`src/rtl/ej32_pkg.sv`:
```
// Shared types and constants for the EJ32 memory-mapped I/O blocks.
// The even-parity helper is used by ej32_obuf_tx when EJ32_TX_PARITY_EN is defined.
package ej32_pkg;

    typedef enum logic [2:0] {
        TX_IDLE  = 3'd0,
        TX_START = 3'd1,
        TX_DATA  = 3'd2,
        TX_PAR   = 3'd3,
        TX_STOP  = 3'd4
    } tx_state_t;

    // Default windows, shared with the LS unit address map
    localparam int unsigned OBUF_BASE = 32'h0000_1400;
    localparam int unsigned OBUF_SIZE = 32'h0000_0400;
    localparam int unsigned TIB_BASE  = 32'h0000_1000;
    localparam int unsigned TIB_SIZE  = 32'h0000_0400;

    function automatic logic even_parity(input logic [7:0] d);
        return ^d;
    endfunction

endpackage

```
`src/rtl/ej32_fifo.sv`:
```
// Parameterized synchronous FIFO with wrap-bit pointers; full/empty/count come
// straight from the pointer registers.
module ej32_fifo #(
    parameter int unsigned DEPTH = 16,
    parameter int unsigned DW    = 8
) (
    input  logic                     clk,
    input  logic                     rst,
    input  logic                     push,
    input  logic                     pop,
    input  logic [DW-1:0]            din,
    output logic [DW-1:0]            dout,
    output logic                     full,
    output logic                     empty,
    output logic [$clog2(DEPTH):0]   count
);

    localparam int unsigned AW = $clog2(DEPTH);
    localparam logic [AW:0] PTR_ONE = {{AW{1'b0}}, 1'b1};

    logic [AW:0]   wptr_r;
    logic [AW:0]   rptr_r;
    logic [DW-1:0] mem_r [DEPTH];
    logic          do_pop_s;
    logic          do_push_s;

    assign empty     = (wptr_r == rptr_r);
    assign full      = (wptr_r[AW-1:0] == rptr_r[AW-1:0]) && (wptr_r[AW] != rptr_r[AW]);
    assign count     = wptr_r - rptr_r;
    assign do_pop_s  = pop && !empty;
    // A pop in the same edge frees a slot, so a push is accepted even when full
    assign do_push_s = push && (!full || do_pop_s);
    assign dout      = mem_r[rptr_r[AW-1:0]];

    // Pointer registers
    always_ff @(posedge clk) begin
        if (rst) begin
            wptr_r <= {(AW+1){1'b0}};
            rptr_r <= {(AW+1){1'b0}};
        end else begin
            if (do_push_s) begin
                wptr_r <= wptr_r + PTR_ONE;
            end
            if (do_pop_s) begin
                rptr_r <= rptr_r + PTR_ONE;
            end
        end
    end

    // Storage array (contents need no reset; validity is tracked by the pointers)
    always_ff @(posedge clk) begin
        if (do_push_s) begin
            mem_r[wptr_r[AW-1:0]] <= din;
        end
    end

endmodule

```
`src/rtl/ej32_obuf_tx.sv`:
```
// Snoops byte writes into the OBUF window, queues them and sends them as UART
// frames (8N1; 8E1 when EJ32_TX_PARITY_EN is defined).
module ej32_obuf_tx
    import ej32_pkg::*;
#(
    parameter int unsigned OBUF    = OBUF_BASE,
    parameter int unsigned OBUF_SZ = OBUF_SIZE,
    parameter int unsigned ASZ     = 17,
    parameter int unsigned DEPTH   = 16,
    parameter int unsigned CLK_DIV = 868
) (
    input  logic                    clk,
    input  logic                    rst,
    input  logic                    ls_asel,
    input  logic [ASZ-1:0]          ls_addr,
    input  logic [7:0]              data,
    input  logic                    dwe,
    output logic                    tx_o,
    output logic                    full_o,
    output logic                    busy_o,
    output logic                    ovf_o,
    output logic [$clog2(DEPTH):0]  cnt_o
);

    localparam int unsigned BW = $clog2(CLK_DIV);
    localparam logic [BW-1:0]  BCNT_TOP  = BW'(CLK_DIV - 1);
    localparam logic [BW-1:0]  BCNT_ONE  = BW'(1);
    localparam logic [BW-1:0]  BCNT_ZERO = BW'(0);
    localparam logic [ASZ:0]   WIN_LO    = (ASZ+1)'(OBUF);
    localparam logic [ASZ:0]   WIN_HI    = (ASZ+1)'(OBUF + OBUF_SZ);

    tx_state_t     state_r, state_n;
    logic [BW-1:0] bcnt_r, bcnt_n;
    logic [2:0]    bidx_r, bidx_n;
    logic [7:0]    shift_r, shift_n;
    logic          tx_r, tx_n;
    logic          ovf_r;
    logic          hit_s;
    logic          pop_s;
    logic          full_s;
    logic          empty_s;
    logic [7:0]    fifo_dout_s;

    // One extra address bit keeps the upper bound exact when the window ends at the top
    assign hit_s = dwe && ls_asel && ({1'b0, ls_addr} >= WIN_LO) && ({1'b0, ls_addr} < WIN_HI);
    assign pop_s = (state_r == TX_IDLE) && !empty_s;

    ej32_fifo #(
        .DEPTH (DEPTH),
        .DW    (8)
    ) u_fifo (
        .clk   (clk),
        .rst   (rst),
        .push  (hit_s),
        .pop   (pop_s),
        .din   (data),
        .dout  (fifo_dout_s),
        .full  (full_s),
        .empty (empty_s),
        .count (cnt_o)
    );

`ifdef EJ32_TX_PARITY_EN
    logic par_r;

    // Parity of the byte being sent, captured when it leaves the FIFO
    always_ff @(posedge clk) begin
        if (rst) begin
            par_r <= 1'b0;
        end else if (pop_s) begin
            par_r <= even_parity(fifo_dout_s);
        end
    end
`endif

    // Frame sequencing: next state, baud counter, bit index and shift register
    always_comb begin
        state_n = state_r;
        bcnt_n  = bcnt_r;
        bidx_n  = bidx_r;
        shift_n = shift_r;
        case (state_r)
            TX_IDLE: begin
                if (pop_s) begin
                    state_n = TX_START;
                    bcnt_n  = BCNT_TOP;
                    shift_n = fifo_dout_s;
                end else begin
                    state_n = TX_IDLE;
                end
            end
            TX_START: begin
                if (bcnt_r == BCNT_ZERO) begin
                    state_n = TX_DATA;
                    bcnt_n  = BCNT_TOP;
                    bidx_n  = 3'd0;
                end else begin
                    bcnt_n = bcnt_r - BCNT_ONE;
                end
            end
            TX_DATA: begin
                if (bcnt_r == BCNT_ZERO) begin
                    bcnt_n = BCNT_TOP;
                    if (bidx_r == 3'd7) begin
`ifdef EJ32_TX_PARITY_EN
                        state_n = TX_PAR;
`else
                        state_n = TX_STOP;
`endif
                    end else begin
                        shift_n = {1'b0, shift_r[7:1]};
                        bidx_n  = bidx_r + 3'd1;
                    end
                end else begin
                    bcnt_n = bcnt_r - BCNT_ONE;
                end
            end
`ifdef EJ32_TX_PARITY_EN
            TX_PAR: begin
                if (bcnt_r == BCNT_ZERO) begin
                    state_n = TX_STOP;
                    bcnt_n  = BCNT_TOP;
                end else begin
                    bcnt_n = bcnt_r - BCNT_ONE;
                end
            end
`endif
            TX_STOP: begin
                if (bcnt_r == BCNT_ZERO) begin
                    state_n = TX_IDLE;
                end else begin
                    bcnt_n = bcnt_r - BCNT_ONE;
                end
            end
            default: begin
                state_n = TX_IDLE;
                bcnt_n  = BCNT_ZERO;
                bidx_n  = 3'd0;
            end
        endcase
    end

    // Line level for the upcoming cycle, registered below so tx_o is glitch-free
    always_comb begin
        tx_n = 1'b1;
        case (state_n)
            TX_IDLE:  tx_n = 1'b1;
            TX_START: tx_n = 1'b0;
            TX_DATA:  tx_n = shift_n[0];
`ifdef EJ32_TX_PARITY_EN
            TX_PAR:   tx_n = par_r;
`endif
            TX_STOP:  tx_n = 1'b1;
            default:  tx_n = 1'b1;
        endcase
    end

    // FSM and line registers; reset aborts any frame in flight
    always_ff @(posedge clk) begin
        if (rst) begin
            state_r <= TX_IDLE;
            bcnt_r  <= BCNT_ZERO;
            bidx_r  <= 3'd0;
            shift_r <= 8'h00;
            tx_r    <= 1'b1;
        end else begin
            state_r <= state_n;
            bcnt_r  <= bcnt_n;
            bidx_r  <= bidx_n;
            shift_r <= shift_n;
            tx_r    <= tx_n;
        end
    end

    // Sticky overflow: a window write that found no free slot
    always_ff @(posedge clk) begin
        if (rst) begin
            ovf_r <= 1'b0;
        end else if (hit_s && full_s && !pop_s) begin
            ovf_r <= 1'b1;
        end
    end

    assign tx_o   = tx_r;
    assign ovf_o  = ovf_r;
    assign full_o = full_s;
    assign busy_o = !empty_s || (state_r != TX_IDLE);

endmodule

```
`config.mk`:
```
export PLATFORM = sky130hd
export DESIGN_NAME = ej32_obuf_tx
export DESIGN_NICKNAME = d
export VERILOG_FILES = /design/src/rtl/ej32_pkg.sv /design/src/rtl/ej32_fifo.sv /design/src/rtl/ej32_obuf_tx.sv
export SDC_FILE = /design/constraint.sdc
export NUM_CORES = 1
export LEC_CHECK = 0
export BUFFER_PORTS_ARGS = -buffer_cell sky130_fd_sc_hd__buf_2
export CAP_MARGIN = 20
export CORE_MARGIN = 4
export CORE_UTILIZATION = 29
export DETAILED_ROUTE_END_ITERATION = 6
export PLACE_DENSITY_LB_ADDON = 0.12
export SLEW_MARGIN = 20
export SYNTH_ARGS = -nofsm -noshare
export SYNTH_HDL_FRONTEND = slang
export SYNTH_SLANG_ARGS = --single-unit
```
`constraint.sdc`:
```
create_clock -name clk -period 2.75 [get_ports clk]
set_input_delay 0.275 -clock clk [delete_from_list [all_inputs] [get_ports clk]]
set_output_delay 0.275 -clock clk [all_outputs]
set_load 0.005 [all_outputs]
```
[Word level (Yosys, flattened, before mapping)]
Memory sizes are Yosys's and may differ from the RTL's. A register that Yosys moved wholly into a read port is not among the register bits.
Cells that the tools add are included.
Operators by class
  mux-type cells: 23
  $add $sub $neg: 5
  bitwise logic cells: 1
  order comparisons: 2
  reduce and logical (&&, ||, !) cells: 23
  equal/unequal tests: 14
Operators with widths (number)
  $mux 10: 3
  $pmux 10 s3: 1
  $mux 8: 3
  $mux 3: 7
  $ge 17x13->1 const B: 1
  $lt 17x13->1 const B: 1
  $pmux 8 s2: 1
  $pmux 3 s4: 1
  $add 5x1->5 const B: 2
  $logic_not 10->1: 1
  $ne 2x2->1 const B: 5
  $sub 10x1->10 const B: 1
  $logic_and 1x1->1: 9
  $pmux 3 s3: 1
  $mux 4: 2
  $reduce_and 4->1: 2
  $eq 3x1->1 const B: 2
  $eq 3x2->1 const B: 2
  $eq 3x3->1 const B: 2
  $eq 5x5->1: 1
  $sub 5x5->5: 1
  $eq 4x4->1: 1
  $reduce_or 2->1: 2
  $add 3x1->3 const B: 1
  10 further kinds: 15
Storage, ports and cells
  memories: 1
  memory bits (writable): 128
  register bits: 36
  logic and storage cells: 78
  output and inout bits: 9
Memory list
  u_fifo.mem_r: words 16, width 8, rd ports 1, clocked after memory_dff 1, wr ports 1, line ej32_fifo.sv:23  | logic [DW-1:0] mem_r [DEPTH];

[Longest topological paths before layout]
  depth after elaboration: 8
  gate-level depth with buffers: 8
  mapped depth without buffers: 7

[Hierarchy]
From an unflattened synthesis, not the netlist that was laid out.
Second synthesis, totals
  cells, all modules: 469
  area total of the unflattened synthesis: 7101.8 um^2
By module, submodules not included
  ej32_fifo: seq. area each 4124.0 um^2, cells an instance 298, area each 5651.7 um^2, times used 1
  ej32_obuf_tx: seq. area each 520.5 um^2, cells an instance 171, area each 1450.1 um^2, times used 1

[Worst setup path after synthesis]
Ideal clock, no wire load.
  path type: input to register
  start point: input ls_addr[14]
  end point: memory u_fifo.mem_r[0][0], enable pin
  library setup time: 0.383 ns
  arrival: 2.153 ns
  cell stages on the path: 6
  buffers on the path: 1
  path slack: 0.214 ns
  data required time: 2.367 ns
  path through: or4b_4 > nor4b_4 > and2_1 > buf_2 > nand2_1 > nor3_1
On the way
  cells in the longest elaborated chain, start to end: 6
Ends and longest elaborated chain
  from (decl): line ej32_obuf_tx.sv:15  | input logic [ASZ-1:0] ls_addr,
  $ge 17x13->1: line ej32_obuf_tx.sv:45  | assign hit_s = dwe && ls_asel && ({1'b0, ls_addr} >= WIN_LO) && ({1'b0, ls_addr} < WIN_HI);
  $logic_and 1x1->1: line ej32_obuf_tx.sv:45
  $logic_and 1x1->1 *: line ej32_obuf_tx.sv:45
  $logic_and 1x1->1 *: line ej32_fifo.sv:32  | assign do_push_s = push && (!full || do_pop_s);
  $mux 1 *: line ej32_fifo.sv:52  | if (do_push_s) begin
  $mux 1 (not written as such) *: line ej32_fifo.sv:53  | mem_r[wptr_r[AW-1:0]] <= din;
  to (decl): line ej32_fifo.sv:23
Every way passes the cells marked *; elsewhere a longest branch is shown, timed or not.

[Worst setup path in the final report]
  start point: register u_fifo.wptr_r[3]
  end point: memory u_fifo.mem_r[1][7], enable pin
On the way
  cells in the longest elaborated chain, start to end: 8
Ends and longest elaborated chain
  from (decl): line ej32_fifo.sv:21  | logic [AW:0] wptr_r;
  from (signal assigned): line ej32_fifo.sv:38  | wptr_r <= {(AW+1){1'b0}};
  from (signal assigned): line ej32_fifo.sv:42  | wptr_r <= wptr_r + PTR_ONE;
  $eq 5x5->1: line ej32_fifo.sv:27  | assign empty = (wptr_r == rptr_r);
  $logic_not 1->1: line ej32_fifo.sv:30, ej32_obuf_tx.sv:46
  $logic_and 1x1->1: line ej32_obuf_tx.sv:46  | assign pop_s = (state_r == TX_IDLE) && !empty_s;
  $logic_and 1x1->1: line ej32_fifo.sv:30  | assign do_pop_s = pop && !empty;
  $logic_or 1x1->1: line ej32_fifo.sv:32
  $logic_and 1x1->1: line ej32_fifo.sv:32
  $mux 1: line ej32_fifo.sv:52
  $mux 1 (not written as such): line ej32_fifo.sv:53
Parallel ways exist; a longest one is shown, timed or not.

==> key figures <==
Layout
  – Share of cells above drive strength 1: 0.266
  – Area Overhead vs Synth: 17.9%
  – Fillers: 2,367
  – Final non-filler cell area: 8570 sq um
  – Leading cell types in the layout, fill and taps excluded: edfxtp_1, nor2_1, dfxtp_1
  – Commonest non-fill, non-tap cell in the layout: edfxtp_1
  – Post-layout nets: 583
  – ANT cells: 0

Logic synthesis
  – Top_reg_cell synth: edfxtp_1
  – EDFF count, synth: 128
  – Seq/Total Area, Yosys: 0.639
  – Async set-reset flop share out of synthesis: 0
  – Mapped Nets: 531
  – Post-Syn Area per Cell: 14.9 sq um
  – Cell area after synthesis: 7270 sq um
  – Synth cell types: 67
  – #FFs+latches synth: 168
  – YS warnings: 0
  – Cells after synthesis: 488

Floorplanning
  – Die width: 166 um
  – Core area: 24,500 sq um
  – Die height: 166 um
  – Die ar.: 27,700 sq um
  – Cell Rows: 57
  – Ports: 38
  – Initial Util: 0.297

Global routing
  – GRT Util Overall: 0.123
  – Global-route wire length before repair: 26,100 um
  – Largest net degree at the start of global routing: 37
  – GRT overflow: 0
  – Vias in the first global route: 4,466
  – Initial antenna violation count: 0

Critical path
  – Crit end category: flop
  – Data required time of the critical path: 2.87 ns
  – Setup CP Type: reg -> reg
  – Cells along the critical path: ha_1, and4_1, nand3_1, and2_1, nand2_1, nor3_1, buf_4
  – Crit path DAT: 2.60 ns
  – CP Launch Type: flop
  – Crit-path max FO: 9
  – Slowest CP cell: dfxtp_1
  – Worst path max stage delay: 0.55 ns

Detailed routing
  – Drt via density: 4.86
  – Antenna-violating nets left: 0
  – Vias: 4,263
  – Final WL: 16,400 um
  – DR WL/cell: 18.7 um
  – DRC Markers: 0
  – First-pass DRT Iterations: 4
  – Starting DRT DRC Count: 299

STA
  – Worst-Margin Slew: 0.681 ns
  – RSZ-0062 raised after global routing: no
  – Clock Skew: 0.0191 ns
  – Max Clk Rate: 403 MHz
  – Tcrit/Tclk final: 0.902
  – TNS Setup: 0 ns
  – Minimum clock period: 2.48 ns
  – Slew margin rel.: 0.546
  – Final setup viols: 0
  – Slew Limit Fails: 0
  – Fin. Hold Viols: 0

Run
  – Number of max-cap violations: 0

Power and ir drop
  – Lkg Pwr: 2.82 nW
  – Maximum vdd drop: 0.000324 V
  – PwrDens: 810 nW/um^2

Run status
  – Run status: finished, final reports clean

Clock tree
  – TritonCTS Buffers: 17
  – Clk Latency, worst-skew pair: 0.43 ns
  – CTS Sinks: 168
  – Clock Root Buffer: clkbuf_16
  – Post-CTS sizing: 0
  – Buffer depth of the longest clock path: 2
  – Clock slew at reported path FFs: 0.08 ns
  – Setup Buffers After CTS: 0
  – CTS tree: done
  – CTS hold repair buffers: 0
  – H-tree levels: 4

Placement
  – Gpl congestion: 0.742
  – Post-DP HPWL: 10,800 um
  – Port bufs: 27
  – Placed Area: 7950 sq um

Worst hold path
  – Worst Hold Class: in -> reg
## sequential cells by signal (all words and copies together) (netlist names), named ones only
| register | flops |
|---|---|
| bcnt_r | 10 |
| bidx_r | 3 |
| ovf_o | 1 |
| shift_r | 8 |
| state_r | 3 |
| tx_o | 1 |
| u_fifo.mem_r | 128 |
| u_fifo.rptr_r | 5 |
| u_fifo.wptr_r | 5 |
## per-layer routing
metal | vias up | share of wire | GRT usage
met5 | - | 0 | 0
met4 | 0 | 0.013 | 0.0338
met3 | 12 | 0.033 | 0.0312
met2 | 69 | 0.51 | 0.209
met1 | 2156 | 0.45 | 0.158
li1 | 2026 | - | -
## worst max-delay path: cells and delay by family, from the launching register on
| kind | cells | cell delay [ns] |
|---|---|---|
| buffers and inverters | 1 | 0.23 |
| DFF | 1 | 0.55 |
| adders and majority gates | 1 | 0.35 |
| and+or+nand+nor | 5 | 1.03 |
## cell usage after synthesis, types with 3 or more instances
| master | n | area (sq um) |
|---|---|---|
| mux2i_1 | 10 | 100 |
| nor3_1 | 12 | 60.1 |
| inv_1 | 13 | 48.8 |
| a31oi_1 | 5 | 31.3 |
| dfxtp_1 | 40 | 801 |
| a21oi_1 | 18 | 90.1 |
| nand4_1 | 6 | 37.5 |
| a22oi_1 | 6 | 45.0 |
| a211oi_1 | 4 | 30.0 |
| nand2b_1 | 5 | 31.3 |
| a21o_1 | 3 | 22.5 |
| ha_1 | 13 | 163 |
| xnor2_1 | 10 | 87.6 |
| xor2_1 | 5 | 43.8 |
| clkbuf_1 | 13 | 48.8 |
| edfxtp_1 | 128 | 3840 |
| buf_2 | 7 | 35.0 |
| o21ai_0 | 9 | 45.0 |
| mux2_2 | 7 | 78.8 |
| o22ai_1 | 6 | 37.5 |
| nand3_1 | 7 | 35.0 |
| nand2_1 | 24 | 90.1 |
| a2111oi_0 | 4 | 35.0 |
| nor2_1 | 45 | 169 |
| a311oi_1 | 3 | 26.3 |
| mux4_2 | 32 | 721 |
## report_power, final
part           internal [W]  leakage (nW)  switching [W]
clock               0.00132         0.297        0.00114
sequential          0.00280          1.47      0.0000682
combinational      0.000710          1.05       0.000906
## path summary, 6_finish.rpt
kind,cells after the start,to,slack [ns],start
worst max-delay path,7,u_fifo.mem_r[1][7]$_DFFE_PP_,0.27,u_fifo.wptr_r[3]$_SDFFE_PP0P_
worst min-delay path,1,u_fifo.mem_r[13][0]$_DFFE_PP_,0.23,data[0]
worst max register to register,7,u_fifo.mem_r[1][7]$_DFFE_PP_,0.27,u_fifo.wptr_r[3]$_SDFFE_PP0P_
worst min register to register,2,bidx_r[1]$_SDFFE_PP0P_,0.46,bidx_r[1]$_SDFFE_PP0P_
## logic make-up (layout without fill, tap and decap cells)
family | Yosys count | in the layout | share of synthesized area
xor+xnor | 15 | 15 | 0.0181
mux | 49 | 49 | 0.124
simple gates | 125 | 125 | 0.0939
compound gates | 81 | 81 | 0.0797
flops | 168 | 168 | 0.639
buf+inv | 36 | 101 | 0.0208
fa+ha+maj | 14 | 14 | 0.0251
## stage by stage
stage	std cells	worst slack, ns	utilization	hold slack (ns)	total power, W
6_report	877	0.269	0.351	0.226	0.00695
5_1_grt	877	0.0858	0.351	0.226	0.00733
4_1_cts	877	0.262	0.351	0.223	0.00705
3_5_place_dp	845	0.288	0.325	0.454	0.00457
3_3_place_gp	845	0.287	0.325	0.444	0.00455
2_1_floorplan	488	0.214	-	0.374	0.00409
## area by class of cell
| type | count | area, sq um | share of cell area |
|---|---|---|---|
| inverters | 13 | 48.8 | 0.00569 |
| repair buffers | 56 | 378 | 0.0441 |
| well taps | 324 | 405 | 0.0473 |
| clock inverters | 15 | 195 | 0.0228 |
| clock buffers | 17 | 425 | 0.0496 |
| flip-flops and latches | 168 | 4650 | 0.542 |
| multi-input cells | 284 | 2480 | 0.289 |
Power figures use the tool's default switching activity.
